[src/rtl/mem_port_arbiter_if.sv]
// Request/response bundle between the fetch and load/store requesters, the arbiter and the unified memory.
interface mem_port_arbiter_if #(
  parameter int ADDR_W = 20,
  parameter int DATA_W = 32
);
  logic              if_req;
  logic [ADDR_W-1:0] if_addr;
  logic              if_gnt;
  logic              if_rvalid;
  logic [DATA_W-1:0] if_rdata;

  logic              dm_req;
  logic              dm_we;
  logic [ADDR_W-1:0] dm_addr;
  logic [DATA_W-1:0] dm_wdata;
  logic              dm_gnt;
  logic              dm_rvalid;
  logic [DATA_W-1:0] dm_rdata;

  logic              mem_en;
  logic              mem_we;
  logic [ADDR_W-1:0] mem_addr;
  logic [DATA_W-1:0] mem_wdata;
  logic [DATA_W-1:0] mem_rdata;

  logic              busy;

  modport slave (
    input  if_req, if_addr, dm_req, dm_we, dm_addr, dm_wdata, mem_rdata,
    output if_gnt, if_rvalid, if_rdata, dm_gnt, dm_rvalid, dm_rdata,
           mem_en, mem_we, mem_addr, mem_wdata, busy
  );

  modport master (
    output if_req, if_addr, dm_req, dm_we, dm_addr, dm_wdata, mem_rdata,
    input  if_gnt, if_rvalid, if_rdata, dm_gnt, dm_rvalid, dm_rdata,
           mem_en, mem_we, mem_addr, mem_wdata, busy
  );
endinterface

[src/rtl/mem_port_arbiter.sv]
// Two-requester arbiter for the single-port unified memory: alternating priority,
// fixed-latency sequencing and a registered one-cycle response per transaction.
//   state   | meaning
//   IDLE    | no transaction in flight, grants possible
//   WAIT    | transaction in flight, latency counter running
module mem_port_arbiter #(
  parameter int ADDR_W  = 20,
  parameter int DATA_W  = 32,
  parameter int MEM_LAT = 1
) (
  input logic clk,
  input logic reset,
  mem_port_arbiter_if.slave bus
);

  typedef enum logic {ST_IDLE, ST_WAIT} state_t;

  localparam logic [2:0] LAT_LOAD = 3'(MEM_LAT - 1);

  state_t            state_q, state_d;
  logic [2:0]        cnt_q, cnt_d;
  logic              last_dm_q, last_dm_d;
  logic              win_dm_q, win_dm_d;
  logic              win_we_q, win_we_d;
  logic              if_rvalid_q, if_rvalid_d;
  logic              dm_rvalid_q, dm_rvalid_d;
  logic [DATA_W-1:0] if_rdata_q, if_rdata_d;
  logic [DATA_W-1:0] dm_rdata_q, dm_rdata_d;
  logic              if_gnt_c, dm_gnt_c;

  always_ff @(posedge clk or negedge reset) begin
    if (!reset) begin
      state_q     <= ST_IDLE;
      cnt_q       <= 3'd0;
      last_dm_q   <= 1'b0;
      win_dm_q    <= 1'b0;
      win_we_q    <= 1'b0;
      if_rvalid_q <= 1'b0;
      dm_rvalid_q <= 1'b0;
      if_rdata_q  <= '0;
      dm_rdata_q  <= '0;
    end else begin
      state_q     <= state_d;
      cnt_q       <= cnt_d;
      last_dm_q   <= last_dm_d;
      win_dm_q    <= win_dm_d;
      win_we_q    <= win_we_d;
      if_rvalid_q <= if_rvalid_d;
      dm_rvalid_q <= dm_rvalid_d;
      if_rdata_q  <= if_rdata_d;
      dm_rdata_q  <= dm_rdata_d;
    end
  end

  always_comb begin
    state_d     = state_q;
    cnt_d       = cnt_q;
    last_dm_d   = last_dm_q;
    win_dm_d    = win_dm_q;
    win_we_d    = win_we_q;
    if_rvalid_d = 1'b0;
    dm_rvalid_d = 1'b0;
    if_rdata_d  = if_rdata_q;
    dm_rdata_d  = dm_rdata_q;
    if_gnt_c    = 1'b0;
    dm_gnt_c    = 1'b0;

    case (state_q)
      ST_IDLE: begin
        // Under contention the side that did not win last time goes first.
        if (bus.if_req && bus.dm_req) begin
          dm_gnt_c = !last_dm_q;
          if_gnt_c = last_dm_q;
        end else begin
          if_gnt_c = bus.if_req;
          dm_gnt_c = bus.dm_req;
        end
        if (if_gnt_c || dm_gnt_c) begin
          state_d   = ST_WAIT;
          cnt_d     = LAT_LOAD;
          last_dm_d = dm_gnt_c;
          win_dm_d  = dm_gnt_c;
          win_we_d  = dm_gnt_c & bus.dm_we;
        end
      end
      ST_WAIT: begin
        if (cnt_q == 3'd0) begin
          state_d = ST_IDLE;
          if (win_dm_q) begin
            dm_rvalid_d = 1'b1;
            dm_rdata_d  = win_we_q ? '0 : bus.mem_rdata;
          end else begin
            if_rvalid_d = 1'b1;
            if_rdata_d  = bus.mem_rdata;
          end
        end else begin
          cnt_d = cnt_q - 3'd1;
        end
      end
      default: state_d = ST_IDLE;
    endcase
  end

  // Command outputs are combinational from the requests, so gate them while reset is held.
  assign bus.if_gnt    = if_gnt_c & reset;
  assign bus.dm_gnt    = dm_gnt_c & reset;
  assign bus.mem_en    = (if_gnt_c | dm_gnt_c) & reset;
  assign bus.mem_we    = dm_gnt_c & bus.dm_we & reset;
  assign bus.mem_addr  = !reset   ? '0 :
                         dm_gnt_c ? bus.dm_addr :
                         if_gnt_c ? bus.if_addr : '0;
  assign bus.mem_wdata = (reset && dm_gnt_c) ? bus.dm_wdata : '0;

  assign bus.if_rvalid = if_rvalid_q;
  assign bus.if_rdata  = if_rdata_q;
  assign bus.dm_rvalid = dm_rvalid_q;
  assign bus.dm_rdata  = dm_rdata_q;
  assign bus.busy      = (state_q == ST_WAIT);

endmodule

[src/flat_wrapper.sv]
// flat-port wrapper written by rule: the top's interface ports become plain ports
module mem_port_arbiter_flat 
#(
  parameter int ADDR_W  = 20,
  parameter int DATA_W  = 32,
  parameter int MEM_LAT = 1
)
  (clk, reset, bus_if_req, bus_if_addr, bus_dm_req, bus_dm_we, bus_dm_addr, bus_dm_wdata, bus_mem_rdata, bus_if_gnt, bus_if_rvalid, bus_if_rdata, bus_dm_gnt, bus_dm_rvalid, bus_dm_rdata, bus_mem_en, bus_mem_we, bus_mem_addr, bus_mem_wdata, bus_busy);
  mem_port_arbiter_if #(.ADDR_W(ADDR_W), .DATA_W(DATA_W)) bus_i ();
  input logic clk;
  input logic reset;
  input wire logic [$bits(bus_i.if_req)-1:0] bus_if_req;
  input wire logic [$bits(bus_i.if_addr)-1:0] bus_if_addr;
  input wire logic [$bits(bus_i.dm_req)-1:0] bus_dm_req;
  input wire logic [$bits(bus_i.dm_we)-1:0] bus_dm_we;
  input wire logic [$bits(bus_i.dm_addr)-1:0] bus_dm_addr;
  input wire logic [$bits(bus_i.dm_wdata)-1:0] bus_dm_wdata;
  input wire logic [$bits(bus_i.mem_rdata)-1:0] bus_mem_rdata;
  output wire logic [$bits(bus_i.if_gnt)-1:0] bus_if_gnt;
  output wire logic [$bits(bus_i.if_rvalid)-1:0] bus_if_rvalid;
  output wire logic [$bits(bus_i.if_rdata)-1:0] bus_if_rdata;
  output wire logic [$bits(bus_i.dm_gnt)-1:0] bus_dm_gnt;
  output wire logic [$bits(bus_i.dm_rvalid)-1:0] bus_dm_rvalid;
  output wire logic [$bits(bus_i.dm_rdata)-1:0] bus_dm_rdata;
  output wire logic [$bits(bus_i.mem_en)-1:0] bus_mem_en;
  output wire logic [$bits(bus_i.mem_we)-1:0] bus_mem_we;
  output wire logic [$bits(bus_i.mem_addr)-1:0] bus_mem_addr;
  output wire logic [$bits(bus_i.mem_wdata)-1:0] bus_mem_wdata;
  output wire logic [$bits(bus_i.busy)-1:0] bus_busy;
  assign bus_i.if_req = bus_if_req;
  assign bus_i.if_addr = bus_if_addr;
  assign bus_i.dm_req = bus_dm_req;
  assign bus_i.dm_we = bus_dm_we;
  assign bus_i.dm_addr = bus_dm_addr;
  assign bus_i.dm_wdata = bus_dm_wdata;
  assign bus_i.mem_rdata = bus_mem_rdata;
  assign bus_if_gnt = bus_i.if_gnt;
  assign bus_if_rvalid = bus_i.if_rvalid;
  assign bus_if_rdata = bus_i.if_rdata;
  assign bus_dm_gnt = bus_i.dm_gnt;
  assign bus_dm_rvalid = bus_i.dm_rvalid;
  assign bus_dm_rdata = bus_i.dm_rdata;
  assign bus_mem_en = bus_i.mem_en;
  assign bus_mem_we = bus_i.mem_we;
  assign bus_mem_addr = bus_i.mem_addr;
  assign bus_mem_wdata = bus_i.mem_wdata;
  assign bus_busy = bus_i.busy;
  mem_port_arbiter #(.ADDR_W(ADDR_W), .DATA_W(DATA_W), .MEM_LAT(MEM_LAT)) u_core (.clk(clk), .reset(reset), .bus(bus_i));
endmodule
[config.mk]
export PLATFORM = sky130hd
export DESIGN_NAME = mem_port_arbiter_flat
export DESIGN_NICKNAME = d
export VERILOG_FILES = /design/src/rtl/mem_port_arbiter_if.sv /design/src/rtl/mem_port_arbiter.sv /design/src/flat_wrapper.sv
export SDC_FILE = /design/constraint.sdc
export NUM_CORES = 1
export LEC_CHECK = 0
export ABC_AREA = 0
export BUFFER_PORTS_ARGS = -buffer_cell sky130_fd_sc_hd__buf_2
export CORE_UTILIZATION = 42
export DETAILED_ROUTE_END_ITERATION = 12
export PLACE_DENSITY = 0.9
export SLEW_MARGIN = 20
export SYNTH_ARGS = -nofsm -noshare
export SYNTH_HDL_FRONTEND = slang
export SYNTH_SLANG_ARGS = --single-unit
[constraint.sdc]
create_clock -name clk -period 2.3 [get_ports clk]
set_input_delay 0.115 -clock clk [delete_from_list [all_inputs] [get_ports clk]]
set_output_delay 0.115 -clock clk [all_outputs]
set_load 0.005 [all_outputs]
==> impl_metrics.ini <==
[floorplanning]
die_h_um = 91.99
row_count = 32
die_w_um = 91.99
ios = 232
coreArea_um2 = 7767
floorplan.initialDensity = 0.4378
dieArea_um2 = 8461

[placed_design]
routabilityCongestion = 0.8633
place_area_um2 = 4616
dp_slack_ns = 0.3222
dp.cells = 624
portBuffers = 231
dpl.hpwl_um = 7694

[cts]
cts_buffers = 9
clkTransAtPathRegs_ns = 0.07
cts_buffer_depth = 2
cts_max_level = 3
cts_setup_buffers = 0
root_buffer = clkbuf_8
cts_tree = yes
clock_latency_ns = 0.34
cts.sinks = 72

[route]
vias = 3120
drtPass1Iterations = 6
drtIter0Drc = 91
drc = 0
wl_per_cell_um = 15.53
ant_nets = 0
viasPerCell = 4.845
routed_wirelength_um = 10000

[global_routing]
grt_max_degree = 73
grt_pass1_wl_um = 15320
grt_use_total = 0.2363
antenna_found_initial = 1
grt-ovfl-total = 0
grt_pass1_vias = 3014

[sta]
tns_ns = 0
rsz0062_at_grt = no
min_period_ns = 2.116
skew_ns = 0.01093
setup_violations = 0
slew_headroom = 0.4104
slew_viol_final = 0
period_share = 0.9198
fin_ws_ns = 0.1844
hold_ws_ns = -0.01012
tightestPinTransition_ns = 0.8844
hold_viol = 19
fmax_mhz = 472.7

[synthesis]
synth-seq-area-share = 0.5298
synthDistinctLibCells = 27
syn_nets = 417
ys_ff_latch = 72
syn_area_per_cell_um2 = 11.11
syn_area_um2 = 3401
syn_inst = 306
ys_warn_count = 0

[setup_path]
worst-path-buf-inv = 2
critical_path.top_delay_family = flip-flops
worstSetupEndpointType = output port
path_cells = nand2b_4, a211oi_4, buf_6, and2_1, buf_2
crit_fanout = 55
crit_slowest_cell = dfrtp_1
worst_path_largest_cell_delay_ns = 0.51
worstPathRequired_ns = 2.18
path_class = flop to output port
crit_path_start_kind = flop
crit_arrival_ns = 2.00

[status]
failed_checks = negative hold slack
outcome = complete, but fails checks

[finish]
drive_above_1_share = 0.5434
nNetsFinal = 647
area_delta_synth_final_pct = 42.60
final_cell_count_no_fill = 644
stdcell_area_um2 = 4850

[power]
power_density_nw_per_um2 = 1153
peakVddDrop_v = 0.0007276
p_leak_nw = 2.694

[job]
cap_violations = 0

[hold_path]
hp-class = input port to asynchronous set/reset pin
-- report_power, final --
group / leakage [nW] / internal [mW] / switching, mW
registers: 0.874 / 1.89 / 0.404
logic: 1.72 / 1.26 / 1.03
clock network: 0.101 / 0.536 / 0.471
total: 2.69 / 3.69 / 1.91
-- timing repair --
action	in CTS	in global routing
endpoints found under the hold margin	3	0
endpoints found under the setup margin	0	1
hold buffers	3	0
gates resized for setup	0	1
-- cells in the final DEF, fill, tap and decap left out, types with 3 or more instances in the layout --
master and count:
buf_4 5, a22o_2 10, o21ai_0 34, buf_2 230, a22o_1 13, mux2_2 28
dfrtp_1 72, clkbuf_8 10, nand2b_1 33, dlygate4sd3_1 3, and2_1 33, nand2_1 35
inv_1 6, mux2_1 4
-- cell usage after synthesis, drive strengths merged --
cell	n	area [µm²]
mux2i	1	10.01
nor2b	1	6.260
o2bb2ai	1	8.760
o21bai	1	7.510
inv	6	22.52
a22o	23	214.0
nor2	1	3.750
and3	1	6.260
and2	33	206.5
mux2	32	360.3
nor3	1	5.000
buf	12	116.4
nand2b	34	220.2
clkbuf	10	37.54
dfrtp	72	1802
nand2	35	131.4
ha	2	25.02
a21oi	2	10.01
or2	2	12.52
a211oi	1	20.02
o21ai	34	170.2
nand3	1	5.000
-- metal layers --
metal,GRT usage,part of all wire,routed length (µm),up-vias
met5,0,0,0,-
met4,0.09375,0.023,229,0
met3,0.05887,0.070,699,17
met2,0.3862,0.48,4828,135
met1,0.3008,0.42,4243,1475
li1,-,-,-,1493
-- final timing paths --
path / depth (start not counted) / slack (ns) / to / startpoint
worst max-delay path: 5 / 0.18 / bus_mem_wdata[7] / u_core.bus.busy
worst min-delay path: 2 / -0.01 / u_core.bus.dm_rdata[8] / reset
worst max register to register: 8 / 0.31 / u_core.bus.if_rdata[18] / u_core.cnt_q[1]
worst min register to register: 2 / 0.48 / u_core.bus.dm_rdata[30] / u_core.bus.dm_rdata[30]
max in group asynchronous: 2 / 1.73 / u_core.bus.if_rdata[27] / reset
min in group clk: 2 / 0.01 / u_core.bus.if_rdata[24] / bus_mem_rdata[24]
-- worst reg2reg max path: stages (launching register included) --
cell and delay (ns):
dfrtp_1 0.41, inv_1 0.07, ha_1 0.14, ha_1 0.31, nand2_1 0.08, or2_1 0.24, buf_4 0.19, inv_1 0.11
mux2_2 0.34
-- kinds of logic after synthesis --
kind of cell	count (synthesis)	synth area share
buffers and inverters	28	0.05188
flip-flops	72	0.5298
AO/OA/AOI/OAI	62	0.1266
adder cells (fa/ha/maj)	2	0.007357
AND/OR/NAND/NOR	109	0.1755
multiplexers	33	0.1089
-- metrics by stage --
step | hold slack [ns] | util | power, mW
3_3_place_gp | 0.3444 | 0.5942 | 4.492
5_1_grt | 0.008869 | 0.6244 | 6.010
2_1_floorplan | -0.1806 | - | 3.561
4_1_cts | 0.001074 | 0.6236 | 5.664
3_5_place_dp | 0.3523 | 0.5942 | 4.644
6_report | -0.01012 | 0.6244 | 5.593
-- final cells by class --
cell class	instances	area, µm²
Fill cell	655	2918
Sequential cell	72	1802
Multi-Input combinational cell	206	1428
Timing Repair Buffer	241	1270
Clock buffer	12	145.1
Tap cell	102	127.6
Clock inverter	4	52.55
Inverter	6	22.52
Antenna cell	1	2.502
-- state kept, by name, summed over array words and instances (netlist names) --
| signal | cells |
|---|---|
| u_core.bus.dm_rdata | 32 |
| u_core.bus.if_rdata | 32 |
| u_core.cnt_q | 3 |
| u_core.bus.busy | 1 |
| u_core.bus.dm_rvalid | 1 |
| u_core.bus.if_rvalid | 1 |
| u_core.last_dm_q | 1 |
| u_core.win_we_q | 1 |
(Power assumes the default switching activity.)
